$ cat config.mk
export PLATFORM = sky130hd
export DESIGN_NAME = alu_control_seq
export DESIGN_NICKNAME = d
export VERILOG_FILES = /design/src/rtl/alu_pkg.sv /design/src/rtl/md_sequencer.sv /design/src/rtl/alu_control_seq.sv
export SDC_FILE = /design/constraint.sdc
export NUM_CORES = 1
export LEC_CHECK = 0
export BUFFER_PORTS_ARGS = -buffer_cell sky130_fd_sc_hd__buf_4
export CORE_ASPECT_RATIO = 1.1
export CORE_UTILIZATION = 47
export DETAILED_ROUTE_END_ITERATION = 16
export PLACE_DENSITY = 0.73
export SLEW_MARGIN = 20
export SYNTH_ARGS = -nofsm -noshare
export SYNTH_HDL_FRONTEND = slang
export SYNTH_SLANG_ARGS = --single-unit
$ cat constraint.sdc
create_clock -name iClk_wire -period 1.6 [get_ports iClk_wire]
set_clock_uncertainty 0.2 [all_clocks]
set_input_delay 0.16 -clock iClk_wire [delete_from_list [all_inputs] [get_ports iClk_wire]]
set_output_delay 0.16 -clock iClk_wire [all_outputs]
set_load 0.02 [all_outputs]
$ cat src/rtl/alu_pkg.sv
// Shared ALU control codes, funct constants, mult/div op and sequencer state types.
// Used by the registered ALU control stage and its mult/div sequencer.
package alu_pkg;

    localparam logic [3:0] ALU_AND  = 4'b0000;
    localparam logic [3:0] ALU_OR   = 4'b0001;
    localparam logic [3:0] ALU_ADD  = 4'b0010;
    localparam logic [3:0] ALU_SUB  = 4'b0110;
    localparam logic [3:0] ALU_SLT  = 4'b0111;
    localparam logic [3:0] ALU_SLL  = 4'b1000;
    localparam logic [3:0] ALU_SRL  = 4'b1001;
    localparam logic [3:0] ALU_MFHI = 4'b1010;
    localparam logic [3:0] ALU_MFLO = 4'b1011;
    localparam logic [3:0] ALU_NOR  = 4'b1100;
    localparam logic [3:0] ALU_MD   = 4'b1110;
    localparam logic [3:0] ALU_ILL  = 4'b1111;

    localparam logic [1:0] AOP_ADD   = 2'b00;
    localparam logic [1:0] AOP_SUB   = 2'b01;
    localparam logic [1:0] AOP_RTYPE = 2'b10;
    localparam logic [1:0] AOP_OR    = 2'b11;

    localparam logic [5:0] F_SLL   = 6'h00;
    localparam logic [5:0] F_SRL   = 6'h02;
    localparam logic [5:0] F_MFHI  = 6'h10;
    localparam logic [5:0] F_MFLO  = 6'h12;
    localparam logic [5:0] F_MULT  = 6'h18;
    localparam logic [5:0] F_MULTU = 6'h19;
    localparam logic [5:0] F_DIV   = 6'h1A;
    localparam logic [5:0] F_DIVU  = 6'h1B;
    localparam logic [5:0] F_ADD   = 6'h20;
    localparam logic [5:0] F_ADDU  = 6'h21;
    localparam logic [5:0] F_SUB   = 6'h22;
    localparam logic [5:0] F_SUBU  = 6'h23;
    localparam logic [5:0] F_AND   = 6'h24;
    localparam logic [5:0] F_OR    = 6'h25;
    localparam logic [5:0] F_NOR   = 6'h27;
    localparam logic [5:0] F_SLT   = 6'h2A;

    localparam int MD_CNT_W = 8;

    typedef enum logic [1:0] {
        MD_MULT  = 2'b00,
        MD_MULTU = 2'b01,
        MD_DIV   = 2'b10,
        MD_DIVU  = 2'b11
    } md_op_e;

    typedef enum logic [1:0] {
        IDLE = 2'b00,
        BUSY = 2'b01,
        DONE = 2'b10
    } md_state_e;

endpackage

$ cat src/rtl/md_sequencer.sv
// Mult/div sequencer: start pulse on accept, fixed MD_CYCLES latency, one-cycle done pulse.
// Latency: busy from the accept edge, done MD_CYCLES cycles later; stalls do not extend it.
module md_sequencer
    import alu_pkg::*;
#(
    parameter int MD_CYCLES = 32
) (
    input  logic   clk,
    input  logic   rst,
    input  logic   md_accept,
    input  md_op_e md_op_in,
    output logic   in_busy,
    output logic   md_start,
    output md_op_e md_op,
    output logic   md_busy,
    output logic   md_done
);

    localparam logic [MD_CNT_W-1:0] CNT_LOAD = MD_CNT_W'(MD_CYCLES - 1);

    md_state_e           state_q, state_d;
    logic [MD_CNT_W-1:0] cnt_q, cnt_d;
    logic                start_q, start_d;
    md_op_e              op_q, op_d;

    always_ff @(posedge clk) begin
        if (rst) begin
            state_q <= IDLE;
            cnt_q   <= '0;
            start_q <= 1'b0;
            op_q    <= MD_MULT;
        end else begin
            state_q <= state_d;
            cnt_q   <= cnt_d;
            start_q <= start_d;
            op_q    <= op_d;
        end
    end

    // An accept is only possible outside BUSY; the top hazards MD/MF while BUSY.
    always_comb begin
        state_d = state_q;
        cnt_d   = cnt_q;
        start_d = 1'b0;
        op_d    = op_q;
        case (state_q)
            IDLE, DONE: begin
                if (md_accept) begin
                    state_d = BUSY;
                    cnt_d   = CNT_LOAD;
                    start_d = 1'b1;
                    op_d    = md_op_in;
                end else begin
                    state_d = IDLE;
                end
            end
            BUSY: begin
                if (cnt_q == '0) begin
                    state_d = DONE;
                end else begin
                    cnt_d = cnt_q - MD_CNT_W'(1);
                end
            end
            default: state_d = IDLE;
        endcase
    end

    always_comb begin
        in_busy  = (state_q == BUSY);
        md_busy  = (state_q != IDLE);
        md_done  = (state_q == DONE);
        md_start = start_q;
        md_op    = op_q;
    end

endmodule

$ cat src/rtl/alu_control_seq.sv
// Registered ALU control decode (1-cycle latency) plus mult/div sequencer.
// Backpressure: iStall_wire freezes decode outputs; oHazard_wire stalls MD/MF while the unit is busy.
module alu_control_seq
    import alu_pkg::*;
#(
    parameter int FUNCT_W   = 6,
    parameter int ALUOP_W   = 2,
    parameter int CTL_W     = 4,
    parameter int MD_CYCLES = 32
) (
    input  logic               iClk_wire,
    input  logic               iReset_wire,
    input  logic               iValid_wire,
    input  logic               iStall_wire,
    input  logic [ALUOP_W-1:0] iAluop_wire,
    input  logic [FUNCT_W-1:0] iFunct_wire,
    output logic [CTL_W-1:0]   oAluctl_reg,
    output logic               oValid_reg,
    output logic               oIllegal_reg,
    output logic               oMdStart_reg,
    output logic [1:0]         oMdOp_reg,
    output logic               oMdBusy_reg,
    output logic               oMdDone_reg,
    output logic               oHazard_wire
);

    logic [3:0]       dec_ctl;
    logic             dec_ill;
    logic             is_md;
    logic             is_mf;
    logic             accept;
    logic             seq_in_busy;
    md_op_e           seq_op;

    logic [CTL_W-1:0] aluctl_q, aluctl_d;
    logic             valid_q, valid_d;
    logic             illegal_q, illegal_d;

    always_comb begin
        dec_ctl = ALU_ILL;
        dec_ill = 1'b0;
        is_md   = 1'b0;
        is_mf   = 1'b0;
        case (iAluop_wire)
            ALUOP_W'(AOP_ADD): dec_ctl = ALU_ADD;
            ALUOP_W'(AOP_SUB): dec_ctl = ALU_SUB;
            ALUOP_W'(AOP_OR):  dec_ctl = ALU_OR;
            ALUOP_W'(AOP_RTYPE): begin
                case (iFunct_wire)
                    FUNCT_W'(F_ADD), FUNCT_W'(F_ADDU): dec_ctl = ALU_ADD;
                    FUNCT_W'(F_SUB), FUNCT_W'(F_SUBU): dec_ctl = ALU_SUB;
                    FUNCT_W'(F_AND):  dec_ctl = ALU_AND;
                    FUNCT_W'(F_OR):   dec_ctl = ALU_OR;
                    FUNCT_W'(F_NOR):  dec_ctl = ALU_NOR;
                    FUNCT_W'(F_SLT):  dec_ctl = ALU_SLT;
                    FUNCT_W'(F_SLL):  dec_ctl = ALU_SLL;
                    FUNCT_W'(F_SRL):  dec_ctl = ALU_SRL;
                    FUNCT_W'(F_MFHI): begin dec_ctl = ALU_MFHI; is_mf = 1'b1; end
                    FUNCT_W'(F_MFLO): begin dec_ctl = ALU_MFLO; is_mf = 1'b1; end
                    FUNCT_W'(F_MULT), FUNCT_W'(F_MULTU),
                    FUNCT_W'(F_DIV),  FUNCT_W'(F_DIVU): begin
                        dec_ctl = ALU_MD;
                        is_md   = 1'b1;
                    end
                    default: begin dec_ctl = ALU_ILL; dec_ill = 1'b1; end
                endcase
            end
            default: dec_ctl = ALU_ILL;
        endcase
    end

    always_comb begin
        oHazard_wire = iValid_wire & (is_md | is_mf) & seq_in_busy;
        accept       = iValid_wire & ~iStall_wire & ~oHazard_wire;
    end

    // A bubble clears only valid; the rest of the decode stays as last loaded.
    always_comb begin
        aluctl_d  = aluctl_q;
        valid_d   = valid_q;
        illegal_d = illegal_q;
        if (accept) begin
            aluctl_d  = CTL_W'(dec_ctl);
            valid_d   = 1'b1;
            illegal_d = dec_ill;
        end else if (!iStall_wire) begin
            valid_d = 1'b0;
        end
    end

    always_ff @(posedge iClk_wire) begin
        if (iReset_wire) begin
            aluctl_q  <= '0;
            valid_q   <= 1'b0;
            illegal_q <= 1'b0;
        end else begin
            aluctl_q  <= aluctl_d;
            valid_q   <= valid_d;
            illegal_q <= illegal_d;
        end
    end

    md_sequencer #(
        .MD_CYCLES (MD_CYCLES)
    ) u_md_sequencer (
        .clk       (iClk_wire),
        .rst       (iReset_wire),
        .md_accept (accept & is_md),
        .md_op_in  (md_op_e'(iFunct_wire[1:0])),
        .in_busy   (seq_in_busy),
        .md_start  (oMdStart_reg),
        .md_op     (seq_op),
        .md_busy   (oMdBusy_reg),
        .md_done   (oMdDone_reg)
    );

    assign oAluctl_reg  = aluctl_q;
    assign oValid_reg   = valid_q;
    assign oIllegal_reg = illegal_q;
    assign oMdOp_reg    = seq_op;

endmodule
# == Word-level counts from Yosys, hierarchy flattened ==
# Index checks and enable logic that the tools add are counted.
# word_totals
register_bits,19
latchBits,0
ram_bits,0
rom_bits,0
inputBits,12
output_inout_bits,12
word_cells,73
n_memories,0
# op_classes
n_addsub,1
n_mul,0
div,0
order_cmp,0
n_eq_ne,24
shifts,0
muxes,17
n_bitwise,9
reduce_logical,15
# ops
cell,count
"6-bit equality test, second input constant",8
4-bit one-hot mux with 11 select lines,1
"6-bit by 5-bit equality test with 1-bit output, second input constant",6
8-bit two-way mux,2
4-bit one-hot mux with 4 select lines,1
8-bit one-hot mux with 2 select lines,1
16-bit OR reduction,1
1-bit two-way mux,10
2-bit OR reduction,5
8-bit zero test,1
"8-bit by 1-bit subtractor with 8-bit output, second input constant",1
"2-bit equality test, second input constant",3
"6-bit by 2-bit equality test with 1-bit output, second input constant",1
6-bit zero test,1
"2-bit by 1-bit != test with 1-bit output, second input constant",3
1-bit bitwise AND,5
"2-bit by 1-bit equality test with 1-bit output, second input constant",2
2-bit zero test,2
2-bit one-hot mux with 2 select lines,1
2-bit nonzero test,2
4-bit OR reduction,1
1-bit inverter,3
3-bit AND reduction,1
2-bit two-way mux,1
3 further kinds,3

# == Depth between registers and ports, before layout ==
# Gate-level depths: netlist (run 1).
# depth
word_depth,12
ltp_mapped,6
ltp_nobuf,6

# == Modules after synthesis ==
# A second synthesis (run 1) with hierarchy kept.
# hier_totals
hier_cells,125
hier_area_um2,1063.5
# by_module_without_submodules
mod,n_inst,cells_each,area_each_um2,seq_area_each_um2
md_sequencer,1,69,588.1,260.2
alu_control_seq,1,56,475.5,120.1

# == Worst setup path before layout (run 1) ==
# No wires, ideal clock.
# synth_timing
path_kind,register to register
from,register u_md_sequencer.cnt_q[1]
to,register u_md_sequencer.cnt_q[4]
setup_ps,134
t_arrival_ps,1428
slack_ps,-162
path_stages_with_launch,7
period_less_slack_ps,1762
cell_sequence,dfxtp_1 inv_1 ha_1 or4b_4 o2111ai_2 xor2_1 a21oi_1
# synth_via
elab_chain_cells,3
elab_cells_between_ends,6
classes_between,add/sub (1); eq/ne (1); mux (2); reduce/logical (2)
# synth_rtl
item,line_no,text
start: declaration,md_sequencer.sv:22,"logic [MD_CNT_W-1:0] cnt_q, cnt_d;"
start signal: assignment,md_sequencer.sv:34,cnt_q <= cnt_d;
8-bit by 1-bit subtractor with 8-bit output / 8-bit zero test (equally long branches),"md_sequencer.sv:61, md_sequencer.sv:58",
8-bit two-way mux / 2-bit != test (equally long branches),--,
8-bit one-hot mux with 2 select lines / 3-bit AND reduction (equally long branches),--,
# Several ways; a longest one is shown, not always the timed one. The select of a mux whose other input is x is not followed.
# A chain may end at the register's enable or synchronous reset.

# == Final worst setup path (run 1) ==
# Ends and elaborated chain as after synthesis.

==> results by group, run 1 <==
Status
  – Outcome: finished with violations
  – Failing checks: negative setup slack

Timing
  – Min cycle time layout: 1.79 ns
  – Fin. max-slew vios: 0
  – Final period utilization: 1.12
  – # setup viols final: 8
  – RSZ-0062 raised after global routing: yes
  – F_max: around 560 MHz
  – Pin slew with the least headroom to its limit: around 0.37 ns
  – Final WS setup: -0.188 ns
  – Relative slew slack: 0.744
  – Setup TNS: -0.664 ns
  – Final Hold Viols: 0

Worst setup path
  – Worst path slowest cell: or4b_4
  – Worst setup SP type: flip-flop
  – Worst Path Required: approximately 1.6 ns
  – Critical-path cell list: inv_2 -> ha_4 -> or4b_4 -> o2111ai_2 -> xor2_1 -> a21oi_1
  – Reg2Reg Depth: 6
  – CP top delay family: simple AND/OR/NAND/NOR gates
  – CP Data Arrival Time: around 1.8 ns
  – Register-to-register setup slack: -0.19 ns
  – RR Startpoint: u_md_sequencer.cnt_q[1]$_SDFFE_PP0P_
  – Worst stage delay on the critical path: slightly below 0.5 ns
  – Crit Path Max Fanout: 4
  – CP bufs+invs: 1
  – CP Class: reg -> reg
  – CP Capture Type: flip-flop
  – Reg2reg end: u_md_sequencer.cnt_q[4]$_SDFFE_PP0P_

Floorplan
  – Row cnt: 17
  – Die Ht: roughly 53 um
  – Die width: 48.1 um
  – Core Footprint: approximately 2100 um^2
  – Num ports: 24
  – DIE AREA: between 2000 and 3000 um^2
  – Initial Util: 0.521

Synthesis
  – Post-Syn Area: around 1100 um^2
  – Synth Net Count: between 100 and 150
  – Area leader, netlist: dfxtp_1
  – Top cell type's share of synthesized area: 0.347
  – Syn avg cell area: 8.57 um^2
  – Mapped Cells: 128
  – Post-synth ARST share: 0
  – EDFF count, synth: 0
  – Main synth FF type: dfxtp_1
  – Synth Warn #: 0
  – Seq/Total Area, Yosys: 0.347
  – FF+latch count, synth: 19
  – Largest cells by area after synthesis: dfxtp_1 35%, a21oi_1 4.6%, nor2_1 4.4%, nand2b_1 4.0%, xor2_1 3.2%
  – Post-synth cell types: 45

Clock tree
  – Htree depth: 1
  – Clock Pin Slew Worst Setup and Hold Paths: roughly 0.11 ns
  – TritonCTS clock tree: built
  – Maximum clock insertion buffer count: 2
  – CTS buffer count: 3
  – Sink Count: 19
  – Clock root buffer: clkbuf_4
  – Worst-Skew Late Latency: between 0.2 and 0.3 ns

Detailed routing
  – DRT Pass-1 Iters: 4
  – DR WL/cell: around 14 um
  – ANT nets after route: 0
  – DR vias: approximately 1100
  – DR vias/cell: 5.60
  – Final WL: ~2800 um
  – Drt drc: 0
  – Iter 0 DRT Violations: 22

Cells and area
  – Final #Nets: around 190
  – Fill count: roughly 150
  – Most common cell after layout, fill and taps aside: buf_4
  – Max reg flops: 8
  – Layout cell share with drive strength beyond 1: 0.429
  – Ant. Diodes: 0
  – Area of the multi-input gates: approximately 740 um^2
  – Final Core Density: 0.768
  – Syn-to-layout area delta: 47.4%
  – Reg area: a little under 400 um^2
  – Commonest non-fill, non-tap cells in the layout: 44 x buf_4, 15 x dfxtp_1, 13 x nor2_1

Pwr
  – PwrDens: roughly 540 nW/um^2
  – Peak supply drop: about 0.42 mV
  – LEAKAGE: 0.674 nW

Place
  – Placer Congestion: between 0.7 and 0.8
  – DP Worst Slack: -0.197 ns
  – DP Wirelength: 2000 um
  – PortBufs: 23

Hold path
  – Worst hold path endpoint: oIllegal_reg$_SDFFE_PP0P_
  – Cells on Worst Hold Path: 4
  – Hold Crit Start: iAluop_wire[0]
  – Hold Path Class: in -> reg

GRT
  – Total congestion overflow: 0
  – Number of global-route vias before repair: 1053
  – Largest net degree at the start of global routing: 22
  – Initial antenna violation count: 0
  – Global-route wire length before repair: about 4200 um
  – Total GRT Usage: 0.239

Flow run
  – Max Cap Violations: 0
[worst max path at each step]
| stage | start | endpoint | slack, ns | cells past startpoint |
|---|---|---|---|---|
| 2_1_floorplan | u_md_sequencer.cnt_q[0]$_SDFFE_PP0P_ | u_md_sequencer.cnt_q[4]$_SDFFE_PP0P_ | -0.14 | 6 |
| 5_1_grt | u_md_sequencer.cnt_q[1]$_SDFFE_PP0P_ | u_md_sequencer.cnt_q[4]$_SDFFE_PP0P_ | -0.30 | 6 |
| 3_3_place_gp | u_md_sequencer.cnt_q[0]$_SDFFE_PP0P_ | u_md_sequencer.cnt_q[4]$_SDFFE_PP0P_ | -0.13 | 6 |
| 4_1_cts | u_md_sequencer.cnt_q[1]$_SDFFE_PP0P_ | u_md_sequencer.cnt_q[4]$_SDFFE_PP0P_ | -0.18 | 6 |
| 3_5_place_dp | u_md_sequencer.cnt_q[0]$_SDFFE_PP0P_ | u_md_sequencer.cnt_q[4]$_SDFFE_PP0P_ | -0.20 | 6 |
| 6_report | u_md_sequencer.cnt_q[1]$_SDFFE_PP0P_ | u_md_sequencer.cnt_q[4]$_SDFFE_PP0P_ | -0.19 | 6 |
[per-stage QoR]
step	instance area (um^2)	cells	hold WS [ns]	power [mW]
2_1_floorplan	1110	128	0.0687	0.570
3_3_place_gp	1410	189	0.189	0.631
3_5_place_dp	1410	189	0.190	0.635
4_1_cts	1530	201	0.000255	0.887
5_1_grt	1620	205	0.0105	0.924
6_report	1620	205	0.0148	0.880
[where the power goes]
group	switching [mW]	internal [mW]
registers	0.00438	0.481
clock network	0.144	0.0969
logic	0.0770	0.0777
[synth_stat cells, types with 2 or more instances]
library cell and instances:
nand2_1 6, inv_1 6, buf_4 2, xor2_1 4, a211oi_1 4, nand2b_1 7
o21ai_0 4, nand3_1 4, clkbuf_1 2, nor2_1 13, nor2b_1 3, nand4_1 5
ha_1 2, a311oi_1 2, nor3_1 6, nand3b_1 2, dfxtp_1 19, a21oi_1 10
[kinds of logic (layout without fill, tap and decap cells)]
kind of cell	after synthesis	count (layout)	synth area share
buffers and inverters	13	62	0.0593
DFF	19	19	0.347
muxes	1	1	0.00912
adders and majority gates	2	2	0.0228
AOI/OAI and AO/OA	30	30	0.203
xor gates and xnor gates	5	5	0.0399
and+or+nand+nor	58	58	0.319
[area by class of cell]
class                           count  area share
Sequential cell                    19       0.238
Inverter                            6      0.0139
Multi-Input combinational cell     96       0.455
Timing Repair Buffer               52       0.255
Tap cell                           28      0.0217
Clock buffer                        4      0.0162
[metal layers]
| layer | track usage | share of wire | up-vias |
|---|---|---|---|
| li1 | - | - | 565 |
| met3 | 0.0448 | 0.036 | 2 |
| met4 | 0.0926 | 0.0060 | 0 |
| met2 | 0.439 | 0.56 | 32 |
| met1 | 0.253 | 0.40 | 550 |
| met5 | 0 | 0 | - |
[what timing repair did]
item,CTS,global route
buffers inserted,2,5
pin swaps,6,14
resized for setup,9,9
hold endpoints to repair,15,0
setup endpoints to repair,8,11
hold buffers,6,0
[worst reg2reg max path, delay by kind of cell, from the launching register on]
kind                     cells  cell delay [ns]
XOR/XNOR                     1             0.16
buffers and inverters        1             0.07
AND/OR/NAND/NOR              1             0.49
adder cells (fa/ha/maj)      1             0.13
AO/OA/AOI/OAI                2             0.30
flip-flops                   1             0.33
(Power assumes the default switching activity.)
==> run 2, diff against run 1 <==
--- a/config.mk
+++ b/config.mk
@@ -5,11 +5,13 @@
 export SDC_FILE = /design/constraint.sdc
 export NUM_CORES = 1
 export LEC_CHECK = 0
+export ABC_AREA = 1
 export BUFFER_PORTS_ARGS = -buffer_cell sky130_fd_sc_hd__buf_4
 export CORE_ASPECT_RATIO = 1.1
-export CORE_UTILIZATION = 47
+export CORE_UTILIZATION = 48
 export DETAILED_ROUTE_END_ITERATION = 16
-export PLACE_DENSITY = 0.73
+export PLACE_DENSITY = 0.75
+export SKIP_CTS_REPAIR_TIMING = 1
 export SLEW_MARGIN = 20
 export SYNTH_ARGS = -nofsm -noshare
 export SYNTH_HDL_FRONTEND = slang
==> run 2 against run 1 <==
Compared with the run above: the run ends with negative hold slack, negative setup slack left; count of clock-buffer cells in the layout shrank 1; fmax grew 12%; synthesized cell count grew 41%; first-iteration DRC count shrank 4.5%; area after synthesis grew 1.5%; critical path depth grew 1; critical endpoint is now oHazard_wire.
==> results by group, run 2 <==
Worst setup path
  – Critical-path cell list: inv_2 -> nor2_4 -> nand2_2 -> nor2_2 -> nand2_2 -> inv_2 -> buf_6 (was inv_2 -> ha_4 -> or4b_4 -> o2111ai_2 -> xor2_1 -> a21oi_1)
  – Reg2reg end: u_md_sequencer.cnt_q[5]$_SDFFE_PP0P_ (was u_md_sequencer.cnt_q[4]$_SDFFE_PP0P_)
  – Reg2Reg Depth: 7 (was 6)
  – CP top delay family: flip-flops (was simple AND/OR/NAND/NOR gates)
  – Worst setup path startpoint: u_md_sequencer.state_q[0]$_SDFFE_PP0P_ (was u_md_sequencer.cnt_q[1]$_SDFFE_PP0P_)
  – CP Data Arrival Time: 1.24 ns (was 1.77 ns)
  – Worst setup SP type: flip-flop (unchanged)
  – CP bufs+invs: 3 (was 1)
  – CP Class: reg -> out (was reg -> reg)
  – Worst path slowest cell: dfxtp_2 (was or4b_4)
  – CP Capture Type: output port (was flip-flop)
  – Crit Path Max Fanout: 5 (was 4)
  – WP depth: 7 (was 6)
  – RR Startpoint: u_md_sequencer.cnt_q[0]$_SDFFE_PP0P_ (was u_md_sequencer.cnt_q[1]$_SDFFE_PP0P_)
  – Worst Path Required: 1.24 ns (was 1.59 ns)
  – Worst stage delay on the critical path: 0.37 ns (was 0.49 ns)
  – CP endpoint: oHazard_wire (was u_md_sequencer.cnt_q[4]$_SDFFE_PP0P_)
  – Register-to-register setup slack: 0.06 ns (was -0.19 ns)

Cells and area
  – Max reg flops: 8 (unchanged)
  – Final #Nets: 236 (was 192)
  – Fill count: 197 (was 153)
  – Layout cell share with drive strength beyond 1: 0.258 (was 0.429)
  – Most common cell after layout, fill and taps aside: nand2_1 (was buf_4)
  – Commonest non-fill, non-tap cells in the layout: 43 x nand2_1, 35 x nor2_1, 33 x buf_4 (was 44 x buf_4, 15 x dfxtp_1, 13 x nor2_1)
  – Ant. Diodes: 0 (unchanged)
  – Syn-to-layout area delta: 33.8% (was 47.4%)

Timing
  – Relative slew slack: 0.793 (was 0.744)
  – Min cycle time layout: 1.60 ns (was 1.79 ns)
  – Worst hold slack: -0.0153 ns (was 0.0148 ns)
  – RSZ-0062 raised after global routing: yes (unchanged)
  – Pin slew with the least headroom to its limit: 0.310 ns (was 0.374 ns)
  – Final WS setup: -0.000855 ns (was -0.188 ns)
  – Final period utilization: 1.00 (was 1.12)
  – Fin. max-slew vios: 0 (unchanged)
  – F_max: 625 MHz (was 559 MHz)
  – # setup viols final: 1 (was 8)
  – Setup TNS: -0.000855 ns (was -0.664 ns)
  – Final Hold Viols: 1 (was 0)

Synthesis
  – Area leader, netlist: dfxtp_1 (unchanged)
  – Synth Net Count: 194 (was 142)
  – Top cell type's share of synthesized area: 0.342 (was 0.347)
  – EDFF count, synth: 0 (unchanged)
  – Largest cells by area after synthesis: dfxtp_1 34%, nand2_1 15%, nor2_1 12%, inv_1 8.1%, nand3_1 7.2% (was dfxtp_1 35%, a21oi_1 4.6%, nor2_1 4.4%, nand2b_1 4.0%, xor2_1 3.2%)
  – Synth Warn #: 0 (unchanged)
  – Main synth FF type: dfxtp_1 (unchanged)
  – Syn avg cell area: 6.19 um^2 (was 8.57 um^2)
  – Synth top cells by count: 44 x nand2_1, 35 x nor2_1, 24 x inv_1 (was 19 x dfxtp_1, 13 x nor2_1, 10 x a21oi_1)
  – Post-synth ARST share: 0 (unchanged)
  – Most frequent cell after synthesis: nand2_1 (was dfxtp_1)
  – FF+latch count, synth: 19 (unchanged)
  – Post-synth cell types: 23 (was 45)
  – Seq/Total Area, Yosys: 0.342 (was 0.347)
  – Mapped Cells: 180 (was 128)
  – Post-Syn Area: 1110 um^2 (was 1100 um^2)

Pwr
  – Peak supply drop: 0.527 mV (was 0.419 mV)
  – LEAKAGE: 0.741 nW (was 0.674 nW)
  – Internal power: 635 uW (was 656 uW)
  – Sw frac: 0.269 (was 0.255)
  – Combinational share of power: 0.157 (was 0.176)
  – Sequential share of power: 0.559 (was 0.551)
  – Switch Pwr: 233 uW (was 225 uW)
  – Clock network fraction of design power: 0.284 (was 0.273)
  – PwrDens: 582 nW/um^2 (was 544 nW/um^2)

Hold path
  – Cells on Worst Hold Path: 3 (was 4)
  – Hold Path Class: in -> reg (unchanged)

GRT
  – Initial antenna violation count: 0 (unchanged)
  – Total congestion overflow: 0 (unchanged)
  – Global-route wire length before repair: 4350 um (was 4220 um)
  – Total GRT Usage: 0.245 (was 0.239)
  – Number of global-route vias before repair: 1139 (was 1053)
  – Largest net degree at the start of global routing: 16 (was 22)

Clock tree
  – Maximum clock insertion buffer count: 2 (unchanged)
  – Worst-Skew Late Latency: 0.30 ns (was 0.29 ns)
  – Htree depth: 1 (unchanged)
  – TritonCTS clock tree: built (unchanged)
  – CTS buffer count: 3 (unchanged)
  – Clock root buffer: clkbuf_4 (unchanged)
  – Sink Count: 19 (unchanged)
  – Clock Pin Slew Worst Setup and Hold Paths: 0.11 ns (about the same)

Detailed routing
  – DR vias: 1243 (was 1149)
  – Drt drc: 0 (unchanged)
  – DRT Pass-1 Iters: 6 (was 4)
  – ANT nets after route: 0 (unchanged)
  – Iter 0 DRT Violations: 21 (was 22)
  – DR WL/cell: 11.1 um (was 13.8 um)
  – Final WL: 2760 um (was 2820 um)
  – DR vias/cell: 4.99 (was 5.60)

Floorplan
  – Core Footprint: 2110 um^2 (unchanged)
  – Initial Util: 0.529 (was 0.521)
  – Die width: 47.9 um (was 48.1 um)
  – Num ports: 24 (unchanged)
  – Row cnt: 17 (unchanged)
  – DIE AREA: 2520 um^2 (was 2530 um^2)
  – Die Ht: 52.5 um (was 52.7 um)

Flow run
  – Max Cap Violations: 0 (unchanged)

Place
  – Placer Congestion: 0.935 (was 0.751)
  – DP Wirelength: 2050 um (was 2000 um)
  – PortBufs: 23 (unchanged)

Status
  – Failing checks: negative hold slack, negative setup slack (was negative setup slack)
  – Outcome: finished with violations (unchanged)
-- run 2: cell count changes after synthesis, sizes merged, moves of 3 or more --
cell	before	now
a21oi	10	13
nand2	6	47
xor2	4	1
nand4	5	2
nor2b	3	0
nand2b	7	0
nand3	4	17
buf	5	1
nor3	7	3
nor2	13	38
a211oi	5	0
inv	6	25
-- run 2: metal layers --
layer,wire length [um],share of wire,global-route usage
met2,1440,0.52,0.414
met1,1220,0.44,0.284
met3,94,0.034,0.0517
met4,14,0.0051,0.111
met5,0,0,0
-- run 2: stage by stage --
stage               cells  power (mW)  utilization  cell area [um^2]  setup WS, ns
detailed placement    236       0.620        0.645              1360        0.0336
global placement      236       0.617        0.645              1360        0.0986
CTS                   240       0.864        0.658              1390       -0.0608
finish                249       0.868        0.708              1490     -0.000855
floorplan             180       0.563            -              1110         0.151
global route          249       0.911        0.708              1490       -0.0835
-- run 2: worst min-delay path, cell delays in order --
cell and delay (ns):
buf_4 0.11, o21ai_0 0.08, a21oi_1 0.10
-- run 2: layout make-up --
cell class / count / area (um^2) / area share
Inverter: 25 / 93.8 / 0.0630
Clock inverter: 1 / 5.00 / 0.00336
Timing Repair Buffer: 39 / 309 / 0.207
Clock buffer: 3 / 22.5 / 0.0151
Multi-Input combinational cell: 134 / 641 / 0.430
Sequential cell: 19 / 384 / 0.258
Tap cell: 28 / 35.0 / 0.0235
-- run 2: power groups by stage --
stage / registers [mW] / logic, mW / clock network (mW)
after floorplan: 0.504 / 0.0590 / 0
after global placement: 0.495 / 0.122 / 0
after detailed placement: 0.496 / 0.124 / 0
after CTS: 0.485 / 0.125 / 0.255
after global routing: 0.486 / 0.152 / 0.273
final: 0.485 / 0.136 / 0.247
-- run 2: cell families after synthesis --
logic type	synth area share
buffers and inverters	0.0977
xor gates and xnor gates	0.0157
adders and majority gates	0.0225
DFF	0.342
AOI/OAI and AO/OA	0.0944
and+or+nand+nor	0.428
-- run 2: how the worst min path moves through the flow --
stage / to / slack [ns] / start
floorplan: u_md_sequencer.cnt_q[7]$_SDFFE_PP0P_ / 0.03 / iReset_wire
global placement: u_md_sequencer.md_op[0]$_SDFFE_PP0P_ / 0.19 / iFunct_wire[0]
detailed placement: u_md_sequencer.md_op[0]$_SDFFE_PP0P_ / 0.20 / iFunct_wire[0]
CTS: u_md_sequencer.md_op[0]$_SDFFE_PP0P_ / -0.12 / iFunct_wire[0]
global route: u_md_sequencer.md_op[1]$_SDFFE_PP0P_ / 0.006 / iFunct_wire[1]
finish: u_md_sequencer.md_op[1]$_SDFFE_PP0P_ / -0.02 / iFunct_wire[1]
